$ cat src/rtl/cmp_pipe_pkg.sv
// Shared constants and helpers for the pipelined magnitude comparator:
// flag bit positions inside a lt/eq/gt triple and the per-bit leaf compare.
package cmp_pipe_pkg;

  localparam int CMP_LT   = 0;
  localparam int CMP_EQ   = 1;
  localparam int CMP_GT   = 2;
  localparam int TRIPLE_W = 3;

  typedef logic [TRIPLE_W-1:0] triple_t;

  function automatic triple_t leaf_triple(input logic ai, input logic bi);
    triple_t t;
    t         = '0;
    t[CMP_LT] = ~ai & bi;
    t[CMP_EQ] = ~(ai ^ bi);
    t[CMP_GT] = ai & ~bi;
    return t;
  endfunction

  // The sign bit of a two's complement operand weighs negatively, so its
  // lt/gt sense is inverted relative to an unsigned compare.
  function automatic triple_t swap_order(input triple_t t);
    triple_t s;
    s         = t;
    s[CMP_LT] = t[CMP_GT];
    s[CMP_GT] = t[CMP_LT];
    return s;
  endfunction

endpackage

$ cat src/rtl/cmp_pipe_if.sv
// Valid/ready bundle for cmp_pipe: operand/tag input side and result output side.
interface cmp_pipe_if #(
  parameter int ORDER = 3,
  parameter int TW    = 4
) ();

  localparam int W = 1 << ORDER;

  logic          in_valid;
  logic          in_ready;
  logic [W-1:0]  a;
  logic [W-1:0]  b;
  logic          sgn;
  logic [TW-1:0] in_tag;
  logic          out_valid;
  logic          out_ready;
  logic          lt;
  logic          eq;
  logic          gt;
  logic [TW-1:0] out_tag;

  modport slave (
    input  in_valid, a, b, sgn, in_tag, out_ready,
    output in_ready, out_valid, lt, eq, gt, out_tag
  );

  modport master (
    output in_valid, a, b, sgn, in_tag, out_ready,
    input  in_ready, out_valid, lt, eq, gt, out_tag
  );

endinterface

$ cat src/rtl/cmp_merge.sv
// Combinational merge of two adjacent lt/eq/gt triples: the high half decides
// unless it is equal, in which case the low half decides.
module cmp_merge
  import cmp_pipe_pkg::*;
(
  input  triple_t low,
  input  triple_t high,
  output triple_t merged
);

  always_comb begin
    merged         = '0;
    merged[CMP_LT] = high[CMP_EQ] ? low[CMP_LT] : high[CMP_LT];
    merged[CMP_EQ] = low[CMP_EQ] & high[CMP_EQ];
    merged[CMP_GT] = high[CMP_EQ] ? low[CMP_GT] : high[CMP_GT];
  end

endmodule

$ cat src/rtl/cmp_pipe.sv
// Pipelined W = 2**ORDER bit magnitude comparator: one reduction-tree level per
// register stage, with an elastic valid/ready chain so bubbles collapse.
module cmp_pipe
  import cmp_pipe_pkg::*;
#(
  parameter int ORDER = 3,
  parameter int TW    = 4
) (
  input  logic       clk,
  input  logic       reset,
  cmp_pipe_if.slave  bus
);

  localparam int W      = 1 << ORDER;
  localparam int FLAT_W = TRIPLE_W * (2 * W - 1);
  localparam int TOP    = TRIPLE_W * (2 * W - 2);

  logic [ORDER:0]   v;
  logic [ORDER+1:0] adv;
  logic [TW-1:0]    tag_q [ORDER+1];
  // All stage registers laid out back to back: stage k of W>>k triples
  // starts at triple offset 2W - 2(W>>k).
  logic [FLAT_W-1:0] flags;

  always_comb begin
    adv          = '0;
    adv[ORDER+1] = bus.out_ready;
    for (int k = ORDER; k >= 0; k--) begin
      adv[k] = ~v[k] | adv[k+1];
    end
  end

  assign bus.in_ready = adv[0];

  always_ff @(posedge clk) begin
    if (reset) begin
      v <= '0;
    end else begin
      if (adv[0]) v[0] <= bus.in_valid;
      for (int k = 1; k <= ORDER; k++) begin
        if (adv[k]) v[k] <= v[k-1];
      end
    end
  end

  always_ff @(posedge clk) begin
    if (adv[0]) tag_q[0] <= bus.in_tag;
    for (int k = 1; k <= ORDER; k++) begin
      if (adv[k]) tag_q[k] <= tag_q[k-1];
    end
  end

  for (genvar k = 0; k <= ORDER; k++) begin : g_stage
    localparam int N   = W >> k;
    localparam int OFF = TRIPLE_W * (2 * W - 2 * N);

    logic [TRIPLE_W*N-1:0] d;
    logic [TRIPLE_W*N-1:0] q;

    if (k == 0) begin : g_leaf
      always_comb begin
        d = '0;
        for (int i = 0; i < W; i++) begin
          d[TRIPLE_W*i +: TRIPLE_W] = leaf_triple(bus.a[i], bus.b[i]);
        end
        if (bus.sgn) begin
          d[TRIPLE_W*(W-1) +: TRIPLE_W] = swap_order(leaf_triple(bus.a[W-1], bus.b[W-1]));
        end
      end
    end else begin : g_tree
      localparam int PREV = TRIPLE_W * (2 * W - 4 * N);
      for (genvar j = 0; j < N; j++) begin : g_pair
        cmp_merge u_merge (
          .low    (flags[PREV + TRIPLE_W*(2*j)   +: TRIPLE_W]),
          .high   (flags[PREV + TRIPLE_W*(2*j+1) +: TRIPLE_W]),
          .merged (d[TRIPLE_W*j +: TRIPLE_W])
        );
      end
    end

    always_ff @(posedge clk) begin
      if (adv[k]) q <= d;
    end

    assign flags[OFF +: TRIPLE_W*N] = q;
  end

  // Data registers are never reset, so everything visible is gated by valid.
  assign bus.out_valid = v[ORDER];
  assign bus.lt        = v[ORDER] & flags[TOP + CMP_LT];
  assign bus.eq        = v[ORDER] & flags[TOP + CMP_EQ];
  assign bus.gt        = v[ORDER] & flags[TOP + CMP_GT];
  assign bus.out_tag   = v[ORDER] ? tag_q[ORDER] : '0;

endmodule

$ cat src/flat_wrapper.sv
// flat-port wrapper written by rule: the top's interface ports become plain ports
module cmp_pipe_flat import cmp_pipe_pkg::*;
#(
  parameter int ORDER = 3,
  parameter int TW    = 4
)
  (clk, reset, bus_in_valid, bus_a, bus_b, bus_sgn, bus_in_tag, bus_out_ready, bus_in_ready, bus_out_valid, bus_lt, bus_eq, bus_gt, bus_out_tag);
  cmp_pipe_if #(.ORDER(ORDER), .TW(TW)) bus_i ();
  input  logic clk;
  input  logic reset;
  input wire logic [$bits(bus_i.in_valid)-1:0] bus_in_valid;
  input wire logic [$bits(bus_i.a)-1:0] bus_a;
  input wire logic [$bits(bus_i.b)-1:0] bus_b;
  input wire logic [$bits(bus_i.sgn)-1:0] bus_sgn;
  input wire logic [$bits(bus_i.in_tag)-1:0] bus_in_tag;
  input wire logic [$bits(bus_i.out_ready)-1:0] bus_out_ready;
  output wire logic [$bits(bus_i.in_ready)-1:0] bus_in_ready;
  output wire logic [$bits(bus_i.out_valid)-1:0] bus_out_valid;
  output wire logic [$bits(bus_i.lt)-1:0] bus_lt;
  output wire logic [$bits(bus_i.eq)-1:0] bus_eq;
  output wire logic [$bits(bus_i.gt)-1:0] bus_gt;
  output wire logic [$bits(bus_i.out_tag)-1:0] bus_out_tag;
  assign bus_i.in_valid = bus_in_valid;
  assign bus_i.a = bus_a;
  assign bus_i.b = bus_b;
  assign bus_i.sgn = bus_sgn;
  assign bus_i.in_tag = bus_in_tag;
  assign bus_i.out_ready = bus_out_ready;
  assign bus_in_ready = bus_i.in_ready;
  assign bus_out_valid = bus_i.out_valid;
  assign bus_lt = bus_i.lt;
  assign bus_eq = bus_i.eq;
  assign bus_gt = bus_i.gt;
  assign bus_out_tag = bus_i.out_tag;
  cmp_pipe #(.ORDER(ORDER), .TW(TW)) u_core (.clk(clk), .reset(reset), .bus(bus_i));
endmodule
$ cat config.mk
export PLATFORM = sky130hd
export DESIGN_NAME = cmp_pipe_flat
export DESIGN_NICKNAME = d
export VERILOG_FILES = /design/src/rtl/cmp_pipe_pkg.sv /design/src/rtl/cmp_pipe_if.sv /design/src/rtl/cmp_merge.sv /design/src/rtl/cmp_pipe.sv /design/src/flat_wrapper.sv
export SDC_FILE = /design/constraint.sdc
export NUM_CORES = 1
export LEC_CHECK = 0
export BUFFER_PORTS_ARGS = -buffer_cell sky130_fd_sc_hd__buf_2
export CORE_ASPECT_RATIO = 1.2
export CORE_MARGIN = 1
export CORE_UTILIZATION = 50
export DETAILED_ROUTE_END_ITERATION = 7
export GPL_TIMING_DRIVEN = 0
export PLACE_DENSITY_LB_ADDON = 0.05
export SYNTH_ARGS = -nofsm -noshare
export SYNTH_HDL_FRONTEND = slang
export SYNTH_SLANG_ARGS = --single-unit
$ cat constraint.sdc
create_clock -name clk -period 1.8 [get_ports clk]
set_input_delay 0.18 -clock clk [delete_from_list [all_inputs] [get_ports clk]]
set_output_delay 0.18 -clock clk [all_outputs]
set_load 0.05 [all_outputs]
==> impl_metrics.env <==
export IMPL_path_cells="nand4b_4 -> or2_4 -> buf_2"
export IMPL_clock_sinks=65
export IMPL_post_route_drc_count=0
export IMPL_r2r_end="u_core.g_stage[0].q[7]"
export IMPL_outcome="complete, no violations"
export IMPL_synth_compound_area_share_pct=1.092
export IMPL_first_pass_iters=4
export IMPL_via_per_inst=4.831
export IMPL_io_pins=34
export IMPL_rsz0062_at_grt="false"
export IMPL_max_slew_margin_pct=66.34
export IMPL_pre_cts_slack_ps=35.29
export IMPL_layout_common_cells="61 x edfxtp_1, 33 x buf_2, 19 x inv_1"
export IMPL_r2r_start="u_core.v[1]"
export IMPL_clk_pin_slew_ps=60
export IMPL_synth_top_family_by_area="adder cells"
export IMPL_synthAdderAreaFrac_pct=7.944
export IMPL_dr_total_vias=1203
export IMPL_cpPeakStageDelay_ps=430
export IMPL_grt_max_degree=15
export IMPL_fin_cells=249
export IMPL_final_util_pct=62.86
export IMPL_syn_inst=139
export IMPL_insertion_delay_ps=330
export IMPL_final_setup_viol_count=0
export IMPL_reg2reg_depth=2
export IMPL_finClkSkew_ps=6.542
export IMPL_clock_fmax_ghz=0.5806
export IMPL_finalSetupTns_ps=0
export IMPL_hold_depth=1
export IMPL_final_net_count=227
export IMPL_required_ps=1620
export IMPL_hp_class="input pin to flip-flop"
export IMPL_yosysWarnings=0
export IMPL_synth_seq_cells=65
export IMPL_final_antenna_net_count=0
export IMPL_htree_levels=3
export IMPL_dpl_instance_area_um2=2770
export IMPL_dieArea_um2=5329
export IMPL_diodes=0
export IMPL_crit_path_end_kind="output pin"
export IMPL_drv_slew=0
export IMPL_hpwl_um=2218
export IMPL_synth_simple_area_share_pct=5.114
export IMPL_placedCellCount=230
export IMPL_start_kind="flip-flop"
export IMPL_fp_dieW_um=66.81
export IMPL_r2r_slack_ps=330
export IMPL_fp_row_count=27
export IMPL_crit_buf_inv=1
export IMPL_critical_path_top_delay_family="simple AND/OR/NAND/NOR gates"
export IMPL_syn_nets=180
export IMPL_area_delta_synth_final_pct=17.97
export IMPL_synth_distinct_cells=12
export IMPL_wl_per_cell_um=13.83
export IMPL_grt_pass1_vias=1231
export IMPL_worstSetupPathType="flip-flop to output pin"
export IMPL_start_util_pct=53.28
export IMPL_layout_min_cycle_time_ps=1722
export IMPL_endpoint="bus_in_ready"
export IMPL_post_route_period_util_pct=95.68
export IMPL_final_common_cell="edfxtp_1"
export IMPL_cap_violations=0
export IMPL_syn_area_um2=2520
export IMPL_cts_root_buffer="clkbuf_8"
export IMPL_coreArea_um2=4730
export IMPL_max_slew_worst_pin_slew_ps=503.4
export IMPL_grt_pass1_wl_um=5602
export IMPL_crit_arrival_ps=1540
export IMPL_fin_area_um2=2973
export IMPL_synthMuxAreaShare_pct=7.150
export IMPL_syn_area_per_cell_um2=18.13
export IMPL_port_buffers=33
export IMPL_drt_initial_drc_count=82
export IMPL_ys_seq_area_share_pct=75.87
export IMPL_slowest_stage="dfxtp_1"
export IMPL_design_power_total_mw=3.014
export IMPL_clockBufferDepth=2
export IMPL_power_density_nw_per_um2=1014
export IMPL_timing_hold_ws_ps=21.42
export IMPL_numCtsBuffers=9
export IMPL_cts_hold_buf=0
export IMPL_drt_wl_total_um=3444
export IMPL_irDropWorstVdd_mv=0.5944
export IMPL_grtUsageTotal_pct=15.45
export IMPL_crit_fanout=10
export IMPL_worstSetupStartpoint="u_core.v[1]"
export IMPL_gp_congestion=0.6398
export IMPL_synthXorXnorAreaFrac_pct=0
export IMPL_cts_tree="built"
export IMPL_antenna_found_initial=0
export IMPL_cp_num_cells=3
export IMPL_drive_above_1_share_pct=35.60
export IMPL_hold_viol=0
export IMPL_overflow=0
export IMPL_die_h_um=79.77
export IMPL_timing_final_ws_setup_ps=77.78
export IMPL_p_leak_nw=1.345
==> flip-flops by register name, indices dropped and copies added (netlist names) <==
name	count
u_core.g_stage.q	45
u_core.v	4
u_core.tag_q	16
==> cell usage after synthesis <==
cell type / number / area (µm²)
dfxtp_1: 4 / 80.08
inv_1: 19 / 71.32
edfxtp_1: 61 / 1832
ha_1: 16 / 200.2
or2_1: 1 / 6.260
nand2b_1: 2 / 12.51
a21oi_1: 3 / 15.01
nand3b_1: 1 / 7.510
mux2_2: 16 / 180.2
nand4b_2: 1 / 15.01
and2_1: 14 / 87.58
o31ai_2: 1 / 12.51
==> cell families after synthesis <==
logic type,Yosys count
flip-flops,65
buffers and inverters,19
AND/OR/NAND/NOR,19
multiplexers,16
adder cells (fa/ha/maj),16
AO/OA/AOI/OAI,4
==> power breakdown <==
part / switching (mW) / internal, mW
combinational: 0.0576 / 0.0805
sequential: 0.0412 / 1.77
clock: 0.482 / 0.579
==> area by class of cell <==
type | count | area, µm²
clock buffer | 16 | 170.2
fill | 368 | 1757
timing repair buffer | 34 | 172.7
multi-input combinational | 57 | 569.3
inverter | 19 | 71.32
sequential | 65 | 1917
tap | 58 | 72.57
==> per-layer routing <==
layer,vias up,GRT usage (%),part of all wire [%]
met1,566,17.14,40
met5,-,0,0
met3,7,6.857,4.9
met4,0,8.936,1.7
li1,596,-,-
met2,34,24.24,53
==> timing repair <==
| action | CTS | global route |
|---|---|---|
| pin swaps | 2 | 0 |
| setup buffers | 1 | 0 |
| hold endpoints to repair | 0 | 0 |
| gates cloned | 2 | 0 |
| gates resized for setup | 0 | 2 |
| endpoints found under the setup margin | 1 | 1 |
==> worst register-to-register path, cell delays in order (launching register included) <==
cell,delay (ps)
dfxtp_1,430
nand4b_4,230
or2_2,520
==> how the worst min path moves through the flow <==
stage	from	to	slack, ps
after floorplan	reset	u_core.v[3]	240
after global placement	bus_in_tag[1]	u_core.tag_q[0][1]	360
after detailed placement	bus_in_tag[3]	u_core.tag_q[0][3]	360
after CTS	bus_in_tag[0]	u_core.tag_q[0][0]	4
after global routing	bus_in_tag[3]	u_core.tag_q[0][3]	0.04
final	bus_in_tag[0]	u_core.tag_q[0][0]	20
No activity file was read; power rests on OpenSTA's default activity.
